===== src/rtl/mbm_pkg.sv =====
// Shared constants and types for the multi-bank memory scheduler.
// Widths follow the default geometry below; the top-level parameters default to these values.
// Override geometry here, not on the instance, so the derived widths stay consistent.
package mbm_pkg;

  localparam int MBM_N_REQ  = 4;
  localparam int MBM_N_BANK = 4;
  localparam int MBM_ADDR_W = 8;
  localparam int MBM_DATA_W = 32;

  // Bank-select bits come from the bottom of the word address.
  localparam int BSEL_W  = $clog2(MBM_N_BANK);
  localparam int BADDR_W = MBM_ADDR_W - BSEL_W;
  localparam int REQID_W = $clog2(MBM_N_REQ);

  // One outstanding read per bank: who asked for it.
  typedef struct packed {
    logic                vld;
    logic [REQID_W-1:0]  id;
  } rd_tag_t;

endpackage


===== src/rtl/mbm_rr_bank_arb.sv =====
// Per-bank round-robin arbiter: first candidate at or after the pointer, searching upward cyclically.
// Latency: purely combinational, grant in the same cycle as the candidates.
// Backpressure: none; losing candidates simply see no grant and retry.
module mbm_rr_bank_arb #(
  parameter int N    = 4,
  parameter int ID_W = 2
) (
  input  logic [N-1:0]    i_cand,
  input  logic [ID_W-1:0] i_ptr,
  output logic [N-1:0]    o_gnt,
  output logic [ID_W-1:0] o_id
);

  logic [2*N-1:0] w_dbl;
  logic [2*N-1:0] w_keep;
  logic [2*N-1:0] w_msk;
  logic [2*N-1:0] w_iso;

  // Duplicate the candidates so the wrap-around search becomes a plain lowest-set-bit search
  // over the doubled vector, starting at bit ptr.
  assign w_dbl  = {i_cand, i_cand};
  assign w_keep = {(2*N){1'b1}} << i_ptr;
  assign w_msk  = w_dbl & w_keep;
  assign w_iso  = w_msk & (-w_msk);
  // Fold the two halves back; only one bit can survive the isolation.
  assign o_gnt  = w_iso[N-1:0] | w_iso[2*N-1:N];

  // One-hot to binary encode of the winner.
  always_comb begin
    o_id = '0;
    for (int k = 0; k < N; k++) begin
      if (o_gnt[k]) begin
        o_id = o_id | ID_W'(k);
      end
    end
  end

endmodule


===== src/rtl/mbm_bank_scheduler.sv =====
// Shares N_BANK single-port SRAM banks among N_REQ requesters; bank = low address bits, RR per bank.
// Latency: grant/bank strobe same cycle as request; read data returned to the requester one cycle later.
// Backpressure: req_ready withheld from arbitration losers; responses are never stalled.
module mbm_bank_scheduler
  import mbm_pkg::*;
#(
  parameter int N_REQ  = MBM_N_REQ,
  parameter int N_BANK = MBM_N_BANK,
  parameter int ADDR_W = MBM_ADDR_W,
  parameter int DATA_W = MBM_DATA_W
) (
  input  logic                      clk,
  input  logic                      rst,
  input  logic [N_REQ-1:0]          req_valid,
  input  logic [N_REQ-1:0]          req_we,
  input  logic [N_REQ*ADDR_W-1:0]   req_addr,
  input  logic [N_REQ*DATA_W-1:0]   req_wdata,
  output logic [N_REQ-1:0]          req_ready,
  output logic [N_REQ-1:0]          resp_valid,
  output logic [N_REQ*DATA_W-1:0]   resp_rdata,
  output logic [N_BANK-1:0]         bank_en,
  output logic [N_BANK-1:0]         bank_we,
  output logic [N_BANK*BADDR_W-1:0] bank_addr,
  output logic [N_BANK*DATA_W-1:0]  bank_wdata,
  input  logic [N_BANK*DATA_W-1:0]  bank_rdata
);

  logic [N_REQ-1:0]   w_cand [N_BANK];
  logic [N_REQ-1:0]   w_gnt  [N_BANK];
  logic [REQID_W-1:0] w_win  [N_BANK];
  logic [N_BANK-1:0]  w_any;
  logic [REQID_W-1:0] r_ptr  [N_BANK];
  rd_tag_t            r_tag  [N_BANK];

  // Address decode: each valid requester is a candidate on exactly one bank; nothing competes in reset.
  always_comb begin
    for (int b = 0; b < N_BANK; b++) begin
      w_cand[b] = '0;
    end
    for (int i = 0; i < N_REQ; i++) begin
      for (int b = 0; b < N_BANK; b++) begin
        if (!rst && req_valid[i] && (req_addr[i*ADDR_W +: BSEL_W] == BSEL_W'(b))) begin
          w_cand[b][i] = 1'b1;
        end
      end
    end
  end

  for (genvar b = 0; b < N_BANK; b++) begin : g_arb
    mbm_rr_bank_arb #(
      .N    (N_REQ),
      .ID_W (REQID_W)
    ) u_arb (
      .i_cand (w_cand[b]),
      .i_ptr  (r_ptr[b]),
      .o_gnt  (w_gnt[b]),
      .o_id   (w_win[b])
    );
    assign w_any[b] = |w_gnt[b];
  end

  // Bank-side muxes from each bank's winner; idle banks drive zeros. Grants OR into req_ready.
  always_comb begin
    int k;
    k          = 0;
    bank_en    = '0;
    bank_we    = '0;
    bank_addr  = '0;
    bank_wdata = '0;
    req_ready  = '0;
    for (int b = 0; b < N_BANK; b++) begin
      if (w_any[b]) begin
        k                                = int'(w_win[b]);
        bank_en[b]                       = 1'b1;
        bank_we[b]                       = req_we[k];
        bank_addr[b*BADDR_W +: BADDR_W]  = req_addr[k*ADDR_W + BSEL_W +: BADDR_W];
        bank_wdata[b*DATA_W +: DATA_W]   = req_wdata[k*DATA_W +: DATA_W];
        req_ready                        = req_ready | w_gnt[b];
      end
    end
  end

  // Advance each bank pointer past its winner and remember who issued a read for the return path.
  always_ff @(posedge clk or posedge rst) begin
    if (rst) begin
      for (int b = 0; b < N_BANK; b++) begin
        r_ptr[b] <= '0;
        r_tag[b] <= '0;
      end
    end else begin
      for (int b = 0; b < N_BANK; b++) begin
        if (w_any[b]) begin
          r_ptr[b]     <= (w_win[b] == REQID_W'(N_REQ-1)) ? '0 : w_win[b] + REQID_W'(1);
          r_tag[b].vld <= !req_we[int'(w_win[b])];
          r_tag[b].id  <= w_win[b];
        end else begin
          r_tag[b].vld <= 1'b0;
        end
      end
    end
  end

  // Response demux: a requester is granted on at most one bank, so tags never collide on an id.
  always_comb begin
    int k;
    k          = 0;
    resp_valid = '0;
    resp_rdata = '0;
    for (int b = 0; b < N_BANK; b++) begin
      if (r_tag[b].vld) begin
        k                               = int'(r_tag[b].id);
        resp_valid[k]                   = 1'b1;
        resp_rdata[k*DATA_W +: DATA_W]  = bank_rdata[b*DATA_W +: DATA_W];
      end
    end
  end

endmodule


===== config.mk =====
export PLATFORM = sky130hd
export DESIGN_NAME = mbm_bank_scheduler
export DESIGN_NICKNAME = d
export VERILOG_FILES = /design/src/rtl/mbm_pkg.sv /design/src/rtl/mbm_rr_bank_arb.sv /design/src/rtl/mbm_bank_scheduler.sv
export SDC_FILE = /design/constraint.sdc
export NUM_CORES = 1
export LEC_CHECK = 0
export BUFFER_PORTS_ARGS = -buffer_cell sky130_fd_sc_hd__buf_4
export CAP_MARGIN = 10
export CORE_AREA = 10 10 221 223
export CTS_CLUSTER_DIAMETER = 40
export DETAILED_ROUTE_END_ITERATION = 8
export DIE_AREA = 0 0 231 233
export PLACE_DENSITY_LB_ADDON = 0.15
export SYNTH_ARGS = -nofsm -noshare
export SYNTH_HDL_FRONTEND = slang
export SYNTH_HIERARCHICAL = 1
export SYNTH_SLANG_ARGS = --single-unit

===== constraint.sdc =====
create_clock -name clk -period 6.51 [get_ports clk]
set_input_delay 0.9765 -clock clk [delete_from_list [all_inputs] [get_ports clk]]
set_output_delay 0.9765 -clock clk [all_outputs]
set_load 0.01 [all_outputs]

==> run summary, run 1 <==
Outcome
- **run status** finished, final reports clean

Synthesis
- **post-synthesis instance area** 11460 um2
- **Yosys Warn Count** 6
- **flop and latch count out of synthesis** 20
- **post-synthesis cell type with the largest combined area** sky130_fd_sc_hd__mux4_2
- **average instance area after synthesis** 8.896 um2
- **syn_nets** 1619
- **share of the synthesized area in the top cell type** 30.66%
- **cell count after synthesis** 1288
- **ranking of synthesized cells by area** sky130_fd_sc_hd__mux4_2, sky130_fd_sc_hd__a221oi_1, sky130_fd_sc_hd__nor2b_1
- **leading register cell type out of synthesis** sky130_fd_sc_hd__dfrtp_1
- **Distinct cells, synth** 52
- **register area share after synthesis** 4.368%
- **async set or reset register ratio after synthesis** 100.0%
- **EDFF count, synth** 0

Global route
- **global-route wire length before repair** 102.2 mm
- **number of global-route vias before repair** 14471
- **pin count of the biggest net entering global routing** 64
- **gr ovfl total** 0
- **overall routing resource usage** 24.54%
- **initial antenna violation count** 12

Pwr
- **leakage power** 6.514 nW
- **PwrDens** 108.0 nW/um2
- **clock network fraction of total power** 9.7%
- **IR Drop Worst-Case VDD** 0.06230 mV
- **net switching power of the design** 0.8618 mW
- **total power of the final layout** 1.780 mW
- **share of total power in sequential cells** 11.8%
- **portion of total power attributed to combinational logic** 78.5%
- **Sw Ratio** 48.41%
- **internal power of the cells** 0.9186 mW

Detailed routing
- **count of vias placed by the detailed router** 14559
- **Avg WL per Cell** 30.30 um
- **TritonRoute pass-1 iters** 5
- **Routed Wire Length** 71.11 mm
- **detail-routed via count per cell** 6.203
- **DRT iter0 DRCs** 1624
- **post-route DRC violation count** 0
- **final antenna-violating net count** 0

Place
- **dpl cells** 2333
- **final estimated routing congestion in global placement** 0.9520
- **port buffer count** 593
- **Post-Place Setup Slack** 1493 ps
- **HPWL reported at the end of detailed placement** 52.47 mm

Clocking
- **Max Root-Sink Buffers** 2
- **CTS Buf Count** 3
- **root buffer selected by CTS** sky130_fd_sc_hd__clkbuf_16
- **hold-fix buffers at CTS** 0
- **Reg clk slew, reported paths** 60 ps
- **total number of H-tree levels** 1
- **TritonCTS clock tree** done
- **setup fix buffers added after clock tree synthesis** 0
- **number of gates resized after CTS** 0
- **clk_lat worst skew** 250 ps
- **CTS sink count** 20

Timing
- **minimum period implied by the final worst setup slack** 5034 ps
- **worst slew slack as a fraction of its limit** 22.42%
- **Hold Violations, Final** 0
- **Max Clock Skew** 1.494 ps
- **total negative slack for setup checks** 0 ps
- **worst-margin pin slew** 1148 ps
- **number of endpoints failing setup at the final stage** 0
- **max-slew violation count** 0
- **Setup WS post-layout** 1476 ps
- **RSZ-0062 raised after global routing** no
- **post-route clock period utilization** 77.32%
- **upper clock frequency limit** 0.1987 GHz
- **minimum hold slack** 592.5 ps

Die
- **IO Pins** 594
- **area of the die** 53820 um2
- **starting density of the core** 25.97%
- **# rows** 77
- **floorplan die height** 233 um
- **placeable core region** 44120 um2
- **horizontal die dimension** 231 um

Critical path
- **worst endpoint required time** 5530 ps
- **kind of end point of the critical path** output pin
- **arrival time of data at the critical path endpoint** 4060 ps
- **largest driver fanout on the critical path** 42
- **Worst Path Class, Setup** input port to output pin
- **startpoint kind of the worst setup timing path** input port

Min path
- **worst min-delay path category** flip-flop to flip-flop

Layout
- **Area Overhead vs Synth** 43.83%
- **post-route non-filler standard cell count** 2347
- **share of cells above drive strength 1** 50.32%
- **final layout net count** 2077

Run
- **Maximum Capacitance Violations** 0

## critical path, cell delays in order
cell	delay [ps]
sky130_fd_sc_hd__buf_4	150
sky130_fd_sc_hd__nor4bb_1	970
sky130_fd_sc_hd__or2b_1	220
sky130_fd_sc_hd__nand2_1	90
sky130_fd_sc_hd__a221oi_4	270
sky130_fd_sc_hd__buf_12	350
sky130_fd_sc_hd__mux4_2	620
sky130_fd_sc_hd__nor2b_1	170
sky130_fd_sc_hd__buf_4	180
## cells in the final DEF, fill, tap and decap left out, drive strengths merged
| cell | netlist | routed |
|---|---|---|
| and2 | 4 | 4 |
| a21boi | 1 | 1 |
| a222oi | 1 | 1 |
| and4 | 5 | 5 |
| ha | 33 | 33 |
| a31oi | 32 | 32 |
| nor3 | 8 | 8 |
| and4b | 1 | 1 |
| diode | 0 | 10 |
| nor4bb | 6 | 6 |
| a2111oi | 9 | 9 |
| a221oi | 197 | 197 |
| mux4 | 156 | 156 |
| o211a | 4 | 4 |
| nor3b | 6 | 6 |
| o21ai | 2 | 2 |
| mux2 | 12 | 12 |
| nor2b | 166 | 166 |
| nand4b | 2 | 2 |
| nor2 | 33 | 33 |
| bufinv | 0 | 1 |
| buf | 103 | 639 |
| nand3 | 1 | 1 |
| nand3b | 1 | 1 |
| clkbuf | 83 | 3 |
| a22oi | 70 | 70 |
| nand2b | 17 | 17 |
| o31a | 4 | 4 |
| o31ai | 5 | 5 |
| nor4b | 5 | 5 |
| a21oi | 140 | 140 |
| or4 | 4 | 4 |
| inv | 18 | 18 |
| and3 | 1 | 1 |
| o2bb2ai | 4 | 4 |
| nand2 | 123 | 123 |
| dfrtp | 20 | 20 |
| or2b | 4 | 4 |
| nor4 | 5 | 5 |
| and3b | 2 | 2 |
## kinds of logic (layout without fill, tap and decap cells)
kind of cell / after synthesis / count (layout) / synth area share, %
flops: 20 / 20 / 4.368
compound gates: 469 / 469 / 32.21
buf+inv: 204 / 661 / 8.375
other cells: 0 / 10 / 0
simple gates: 394 / 394 / 19.60
fa+ha+maj: 33 / 33 / 3.603
mux: 168 / 168 / 31.84
## final timing paths
| check | start | endpoint | slack, ps | cells after the start |
|---|---|---|---|---|
| max | rst | bank_wdata[58] | 1480 | 9 |
| min | r_tag[10] | r_tag[10] | 590 | 1 |
| max reg2reg | r_ptr[1] | r_ptr[1] | 3980 | 5 |
| min reg2reg | r_tag[10] | r_tag[10] | 590 | 1 |
| max in group asynchronous | rst | r_ptr[6] | 5360 | 3 |
| min in group asynchronous | rst | r_ptr[0] | 660 | 2 |
## registers in the layout, indices dropped and copies added, names as in the netlist
signal  flops
r_tag      12
r_ptr       8
## cell type report
type | instances | area, um2
clock buffers | 3 | 75.07
multi-input cells | 1064 | 10180
fillers | 4601 | 27640
clock inverters | 1 | 30.03
well taps | 592 | 740.7
diodes | 10 | 25.02
flip-flops and latches | 20 | 500.5
repair buffers | 639 | 4860
inverters | 18 | 67.56
## per-stage QoR
| step | instance area [um2] | util (%) |
|---|---|---|
| after global routing | 16480 | 37.35 |
| final | 16480 | 37.35 |
| after global placement | 16350 | 37.06 |
| after detailed placement | 16350 | 37.06 |
| after CTS | 16460 | 37.29 |
| after floorplan | 11460 | - |
## metal layers
layer	share of wire, %	vias up	GRT usage (%)
met5	0	-	0
met4	3.2	0	7.646
met3	11	111	7.204
met2	50	928	43.07
met1	36	7335	28.19
li1	-	6185	-
## Yosys cell counts (5+ instances only)
master	number
sky130_fd_sc_hd__nor2_1	32
sky130_fd_sc_hd__a21oi_1	137
sky130_fd_sc_hd__nor4bb_1	6
sky130_fd_sc_hd__a221oi_2	30
sky130_fd_sc_hd__nor3_1	8
sky130_fd_sc_hd__nor4_4	5
sky130_fd_sc_hd__dfrtp_1	20
sky130_fd_sc_hd__mux2_2	12
sky130_fd_sc_hd__a31oi_1	32
sky130_fd_sc_hd__a22oi_1	70
sky130_fd_sc_hd__clkbuf_2	11
sky130_fd_sc_hd__buf_4	6
sky130_fd_sc_hd__ha_1	33
sky130_fd_sc_hd__nand2_1	122
sky130_fd_sc_hd__buf_1	6
sky130_fd_sc_hd__nand2b_1	17
sky130_fd_sc_hd__nor3b_1	5
sky130_fd_sc_hd__and4_1	5
sky130_fd_sc_hd__buf_6	7
sky130_fd_sc_hd__nor2b_1	166
sky130_fd_sc_hd__o31ai_1	5
sky130_fd_sc_hd__clkbuf_1	72
sky130_fd_sc_hd__a221oi_1	167
sky130_fd_sc_hd__inv_1	16
sky130_fd_sc_hd__mux4_2	156
sky130_fd_sc_hd__buf_2	84
## power groups by stage
stage,sequential [mW],clock (mW),combinational [mW]
6_report,0.210,0.173,1.40
3_3_place_gp,0.212,0,1.39
2_1_floorplan,0.175,0,0.743
3_5_place_dp,0.213,0,1.39
4_1_cts,0.210,0.176,1.40
5_1_grt,0.218,0.182,1.49
Note: power is estimated with default switching activity, not from simulation.
==> inputs of run 2 (changes only) <==
==> constraint.sdc (replaced) <==
create_clock -name clk -period 4 [get_ports clk]
set_input_delay 0.6 -clock clk [delete_from_list [all_inputs] [get_ports clk]]
set_output_delay 0.6 -clock clk [all_outputs]
set_load 0.01 [all_outputs]
==> run 2 against run 1 <==
Compared with the run above: critical path depth is 1 higher; clock skew is 0.89 ps lower; sequential share of layout area is 0.071 points lower; wire length is 0.35% higher; global-route usage is 0.089 points higher; non-clock buffer count is 22 higher; first-iteration DRC count is 2.2% lower; register-to-register slack worse by 2500 ps; power is 62% higher; critical path type unchanged.
==> run summary, run 2 (synthesized netlist as in run 1, its figures left out) <==
Outcome
- **run status** finished, final reports clean

Critical path
- **kind of end point of the critical path** output pin
- **startpoint kind of the worst setup timing path** input port
- **cell family contributing the most delay on the critical path** simple AND/OR/NAND/NOR gates
- **launching point of the worst reg2reg path** r_ptr[5]
- **arrival time of data at the critical path endpoint** 3370 ps, -690 ps
- **most numerous cell on the critical path** sky130_fd_sc_hd__buf_4
- **Critical Path Max Stage Delay** 550 ps, -420 ps
- **worst endpoint required time** 3400 ps, -2130 ps
- **buffers and inverters on the worst path** 4, +1
- **cells traversed along the worst timing path** buf_4 -> nor4bb_1 -> buf_4 -> nor3b_1 -> a2111oi_1 -> nor2_4 -> buf_12 -> mux4_2 -> nor2b_1 -> buf_4
- **Worst Path Class, Setup** input port to output pin
- **largest driver fanout on the critical path** 22, -48%
- **slowest library cell on the worst path** sky130_fd_sc_hd__a2111oi_1
- **worst-case register-to-register setup slack** 1470 ps, -2510 ps
- **Worst Setup SP** rst

Global route
- **number of global-route vias before repair** 14610, +0.96%
- **initial antenna violation count** 14, +2
- **gr ovfl total** 0, unchanged
- **pin count of the biggest net entering global routing** 64, unchanged
- **global-route wire length before repair** 102.7 mm, +0.48%
- **overall routing resource usage** 24.63%, +0.089 points

Layout
- **fillcell total** 4563, -0.83%
- **largest reg by FF count** r_tag
- **final layout net count** 2100, +1.1%
- **biggest registers after layout** r_tag x12, r_ptr x8
- **share of cells above drive strength 1** 50.99%, +0.68 points
- **most common cell after layout, fill and taps aside** sky130_fd_sc_hd__buf_4
- **Area Overhead vs Synth** 47.28%
- **top library cells by usage in the layout, fill and taps aside** sky130_fd_sc_hd__buf_4, sky130_fd_sc_hd__nor2b_1, sky130_fd_sc_hd__a221oi_1
- **number of flip-flops under the largest register name** 12, unchanged

Clocking
- **root buffer selected by CTS** sky130_fd_sc_hd__clkbuf_16
- **Reg clk slew, reported paths** 50 ps, about the same
- **TritonCTS clock tree** done
- **hold-fix buffers at CTS** 0, unchanged
- **Max Root-Sink Buffers** 2, unchanged
- **total number of H-tree levels** 1, unchanged
- **CTS Buf Count** 3, unchanged
- **clk_lat worst skew** 250 ps, about the same
- **CTS sink count** 20, unchanged

Timing
- **RSZ-0062 raised after global routing** no
- **max-slew violation count** 0, unchanged
- **minimum period implied by the final worst setup slack** 3967 ps
- **worst-margin pin slew** 1062 ps, -85.81 ps
- **total negative slack for setup checks** 0 ps, unchanged
- **number of endpoints failing setup at the final stage** 0, unchanged
- **post-route clock period utilization** 99.18%
- **Max Clock Skew** 0.6063 ps, -0.8875 ps
- **upper clock frequency limit** 0.2521 GHz
- **Hold Violations, Final** 0, unchanged
- **minimum hold slack** 537.9 ps, -54.61 ps
- **worst slew slack as a fraction of its limit** 29.02%, +6.6 points

Die
- **# rows** 77, unchanged
- **IO Pins** 594, unchanged
- **floorplan die height** 233 um, unchanged
- **placeable core region** 44120 um2, unchanged
- **horizontal die dimension** 231 um, unchanged
- **starting density of the core** 25.97%, unchanged
- **area of the die** 53820 um2, unchanged

Detailed routing
- **final antenna-violating net count** 0, unchanged
- **TritonRoute pass-1 iters** 6, +1
- **Routed Wire Length** 71.36 mm, +0.35%
- **DRT iter0 DRCs** 1589, -2.2%
- **post-route DRC violation count** 0, unchanged
- **detail-routed via count per cell** 6.143, -0.96%
- **Avg WL per Cell** 30.11 um, -0.63%
- **count of vias placed by the detailed router** 14560, +0.0069%

Pwr
- **PwrDens** 170.9 nW/um2, +58%
- **IR Drop Worst-Case VDD** 0.1694 mV, +170%
- **leakage power** 6.692 nW, +2.7%

Run
- **Maximum Capacitance Violations** 0, unchanged

Place
- **port buffer count** 593, unchanged
- **final estimated routing congestion in global placement** 0.9201, -3.4%
- **HPWL reported at the end of detailed placement** 52.90 mm, +0.82%

Min path
- **worst min-delay path category** input port to async pin

-- run 2: changes by cell type in the layout (fill, tap and decap cells not counted), sizes merged --
cell / change
buf: +22
bufinv: -1
diode: +1
nor2: +1
-- run 2: power by group --
group          total [mW]  internal, mW  switching, mW
registers           0.342         0.238          0.104
clock network       0.197         0.131         0.0657
logic                2.34          1.11           1.23
total                2.88          1.48           1.40
-- run 2: final timing paths --
path                                  endpoint  depth (start not counted)
worst min-delay path                  r_ptr[0]                          3
worst max-delay path            bank_wdata[84]                         10
worst min register to register       r_tag[10]                          1
min in group clk                     r_tag[10]                          1
max in group asynchronous             r_tag[5]                          3
worst max register to register        r_ptr[5]                          5
-- run 2: tightest hold or removal path: cells and delay by family --
kind / cells / cell delay (ps)
buf+inv: 3 / 560
-- run 2: through the flow --
stage,instance area (um2),power (mW),worst slack [ps],util (%),std cells
6_report,16880,2.883,32.89,38.25,2370
5_1_grt,16880,3.062,3.626,38.25,2370
4_1_cts,16810,2.883,1.619,38.10,2357
3_5_place_dp,16720,2.670,-119.8,37.90,2353
3_3_place_gp,16720,2.659,-127.8,37.90,2353
2_1_floorplan,11460,1.494,70.48,-,1288
-- run 2: layer usage --
| layer | up-vias | part of all wire, % | GRT usage (%) |
|---|---|---|---|
| met1 | 7261 | 36 | 28.92 |
| li1 | 6217 | - | - |
| met4 | 2 | 2.7 | 7.667 |
| met2 | 978 | 50 | 42.77 |
| met5 | - | 0.018 | 0 |
| met3 | 102 | 11 | 6.802 |
-- run 2: cell type report --
class,count,area [um2],share of cell area (%)
Timing Repair Buffer,661,5254,31.13
Antenna cell,11,27.53,0.1631
Tap cell,592,740.7,4.389
Clock buffer,3,75.07,0.4448
Multi-Input combinational cell,1065,10210,60.51
Inverter,18,67.56,0.4004
Sequential cell,20,500.5,2.966
-- run 2: repair_timing --
item                       4_1_cts  5_1_grt
resized for setup                1        4
pin swaps                        1        0
setup endpoints to repair       10       50
gates cloned                     1        0
buffers inserted                 0        2
==> inputs of run 3 (changes only) <==
==> constraint.sdc (replaced) <==
create_clock -name clk -period 4 [get_ports clk]
set_input_delay 0.4 -clock clk [delete_from_list [all_inputs] [get_ports clk]]
set_output_delay 0.4 -clock clk [all_outputs]
set_load 0.01 [all_outputs]
==> run 3 against run 2 <==
Compared with the run above: die area unchanged; clock power increased by 40%; cell count decreased by 0.34%; worst hold slack got worse by 220 ps; sequential power about the same; register-to-register slack got worse by 350 ps; sequential share of layout area about the same; core utilization decreased by 0.39 points; power increased by 1.5%.
==> run summary, run 3 (synthesized netlist as in run 1, its figures left out) <==
Outcome
- **run status** finished, final reports clean

Die
- **# rows** 77, unchanged
- **starting density of the core** 25.97%, unchanged
- **IO Pins** 594, unchanged
- **floorplan die height** 233 um, unchanged
- **horizontal die dimension** 231 um, unchanged
- **placeable core region** 44120 um2, unchanged
- **area of the die** 53820 um2, unchanged

Timing
- **Max Clock Skew** 1.132 ps, +0.5260 ps
- **minimum period implied by the final worst setup slack** 3460 ps, -507.1 ps
- **post-route clock period utilization** 86.50%, -13 points
- **RSZ-0062 raised after global routing** no
- **total negative slack for setup checks** 0 ps, unchanged
- **Hold Violations, Final** 0, unchanged
- **number of endpoints failing setup at the final stage** 0, unchanged
- **Setup WS post-layout** 540.0 ps, +507.1 ps
- **max-slew violation count** 0, unchanged
- **worst-margin pin slew** 904.4 ps, -157.7 ps
- **upper clock frequency limit** 0.2890 GHz, +15%
- **worst slew slack as a fraction of its limit** 39.71%, +11 points

Global route
- **initial antenna violation count** 14, unchanged
- **pin count of the biggest net entering global routing** 65, +1.6%
- **number of global-route vias before repair** 14278, -2.3%
- **global-route wire length before repair** 101.6 mm, -1.1%
- **overall routing resource usage** 24.32%, -0.31 points
- **gr ovfl total** 0, unchanged

Detailed routing
- **DRT iter0 DRCs** 1647, +3.7%
- **Routed Wire Length** 70.42 mm, -1.3%
- **post-route DRC violation count** 0, unchanged
- **final antenna-violating net count** 0, unchanged
- **TritonRoute pass-1 iters** 6, unchanged
- **detail-routed via count per cell** 6.152, +0.14%
- **Avg WL per Cell** 29.81 um, -0.98%
- **count of vias placed by the detailed router** 14531, -0.20%

Critical path
- **arrival time of data at the critical path endpoint** 3060 ps, -310 ps
- **kind of end point of the critical path** output pin
- **worst endpoint required time** 3600 ps, +200 ps
- **largest driver fanout on the critical path** 23, +4.5%
- **startpoint kind of the worst setup timing path** input port
- **Worst Path Class, Setup** input port to output pin

Clocking
- **CTS Buf Count** 3, unchanged
- **CTS sink count** 20, unchanged
- **total number of H-tree levels** 1, unchanged
- **Max Root-Sink Buffers** 2, unchanged
- **TritonCTS clock tree** done
- **clk_lat worst skew** 250 ps, about the same
- **setup fix buffers added after clock tree synthesis** 0, unchanged
- **number of gates resized after CTS** 0, -1
- **hold-fix buffers at CTS** 0, unchanged
- **root buffer selected by CTS** sky130_fd_sc_hd__clkbuf_16
- **Reg clk slew, reported paths** 60 ps, about the same

Layout
- **biggest registers after layout** r_tag x12, r_ptr x8
- **most common cell after layout, fill and taps aside** sky130_fd_sc_hd__buf_4
- **fillcell total** 4572, +0.20%
- **Area Overhead vs Synth** 45.77%
- **top library cells by usage in the layout, fill and taps aside** sky130_fd_sc_hd__buf_4, sky130_fd_sc_hd__nor2b_1, sky130_fd_sc_hd__a221oi_1
- **final layout net count** 2092, -0.38%
- **share of cells above drive strength 1** 50.68%, -0.31 points
- **largest reg by FF count** r_tag
- **number of flip-flops under the largest register name** 12, unchanged

Pwr
- **IR Drop Worst-Case VDD** 0.1054 mV, -38%
- **leakage power** 6.629 nW, -0.94%
- **total power of the final layout** 2.926 mW, +1.5%
- **PwrDens** 175.2 nW/um2, +2.5%

Run
- **Maximum Capacitance Violations** 0, unchanged

Min path
- **worst min-delay path category** input port to async pin

Place
- **port buffer count** 593, unchanged
- **HPWL reported at the end of detailed placement** 53.05 mm, +0.28%
- **final estimated routing congestion in global placement** 0.9266, +0.71%
- **Post-Place Setup Slack** 565.8 ps, +685.6 ps

run 3: cell type report:
class,instances,area (um2),area share [%]
Antenna cell,10,25.02,0.1498
Clock buffer,3,75.07,0.4494
Clock inverter,1,30.03,0.1798
Inverter,18,67.56,0.4045
Multi-Input combinational cell,1064,10180,60.94
Sequential cell,20,500.5,2.996
Tap cell,592,740.7,4.434
Timing Repair Buffer,654,5085,30.44
run 3: layer usage:
metal  wire length [um]  vias to the layer above  GRT usage [%]
li1                   -                     6208              -
met1              25550                     7336          28.53
met2              35990                      908          42.83
met3               7385                       75          6.717
met4               1458                        4          6.372
met5                 27                        -              0
run 3: path summary, 6_finish.rpt:
kind	startpoint	end	slack, ps	depth (start not counted)
worst max register to register	r_ptr[5]	r_ptr[5]	1120	7
worst min-delay path	rst	r_ptr[0]	320	3
worst max-delay path	rst	bank_addr[11]	540	10
min in group clk	req_we[2]	r_tag[11]	580	3
max in group asynchronous	rst	r_ptr[2]	3450	3
worst min register to register	r_tag[10]	r_tag[10]	620	1
run 3: where the power goes:
part	switching (mW)	internal (mW)	leakage [nW]
registers	0.106	0.238	0.261
clock network	0.0779	0.199	0.0512
logic	1.21	1.09	6.32
total	1.40	1.53	6.63
run 3: through the flow:
step	util, %	cells	cell area (um2)	hold WS (ps)
detailed placement	37.56	2348	16570	596.4
floorplan	-	1288	11460	509.1
finish	37.86	2362	16700	315.4
global route	37.86	2362	16700	366.0
global placement	37.56	2348	16570	583.9
CTS	37.80	2352	16680	326.3
run 3: worst max-delay path: stages:
cell,delay [ps]
sky130_fd_sc_hd__buf_4,150
sky130_fd_sc_hd__nor4bb_1,400
sky130_fd_sc_hd__buf_4,230
sky130_fd_sc_hd__nor3b_1,60
sky130_fd_sc_hd__a2111oi_1,540
sky130_fd_sc_hd__nor2_4,290
sky130_fd_sc_hd__buf_4,330
sky130_fd_sc_hd__mux4_2,320
sky130_fd_sc_hd__nor2b_1,150
sky130_fd_sc_hd__buf_4,160
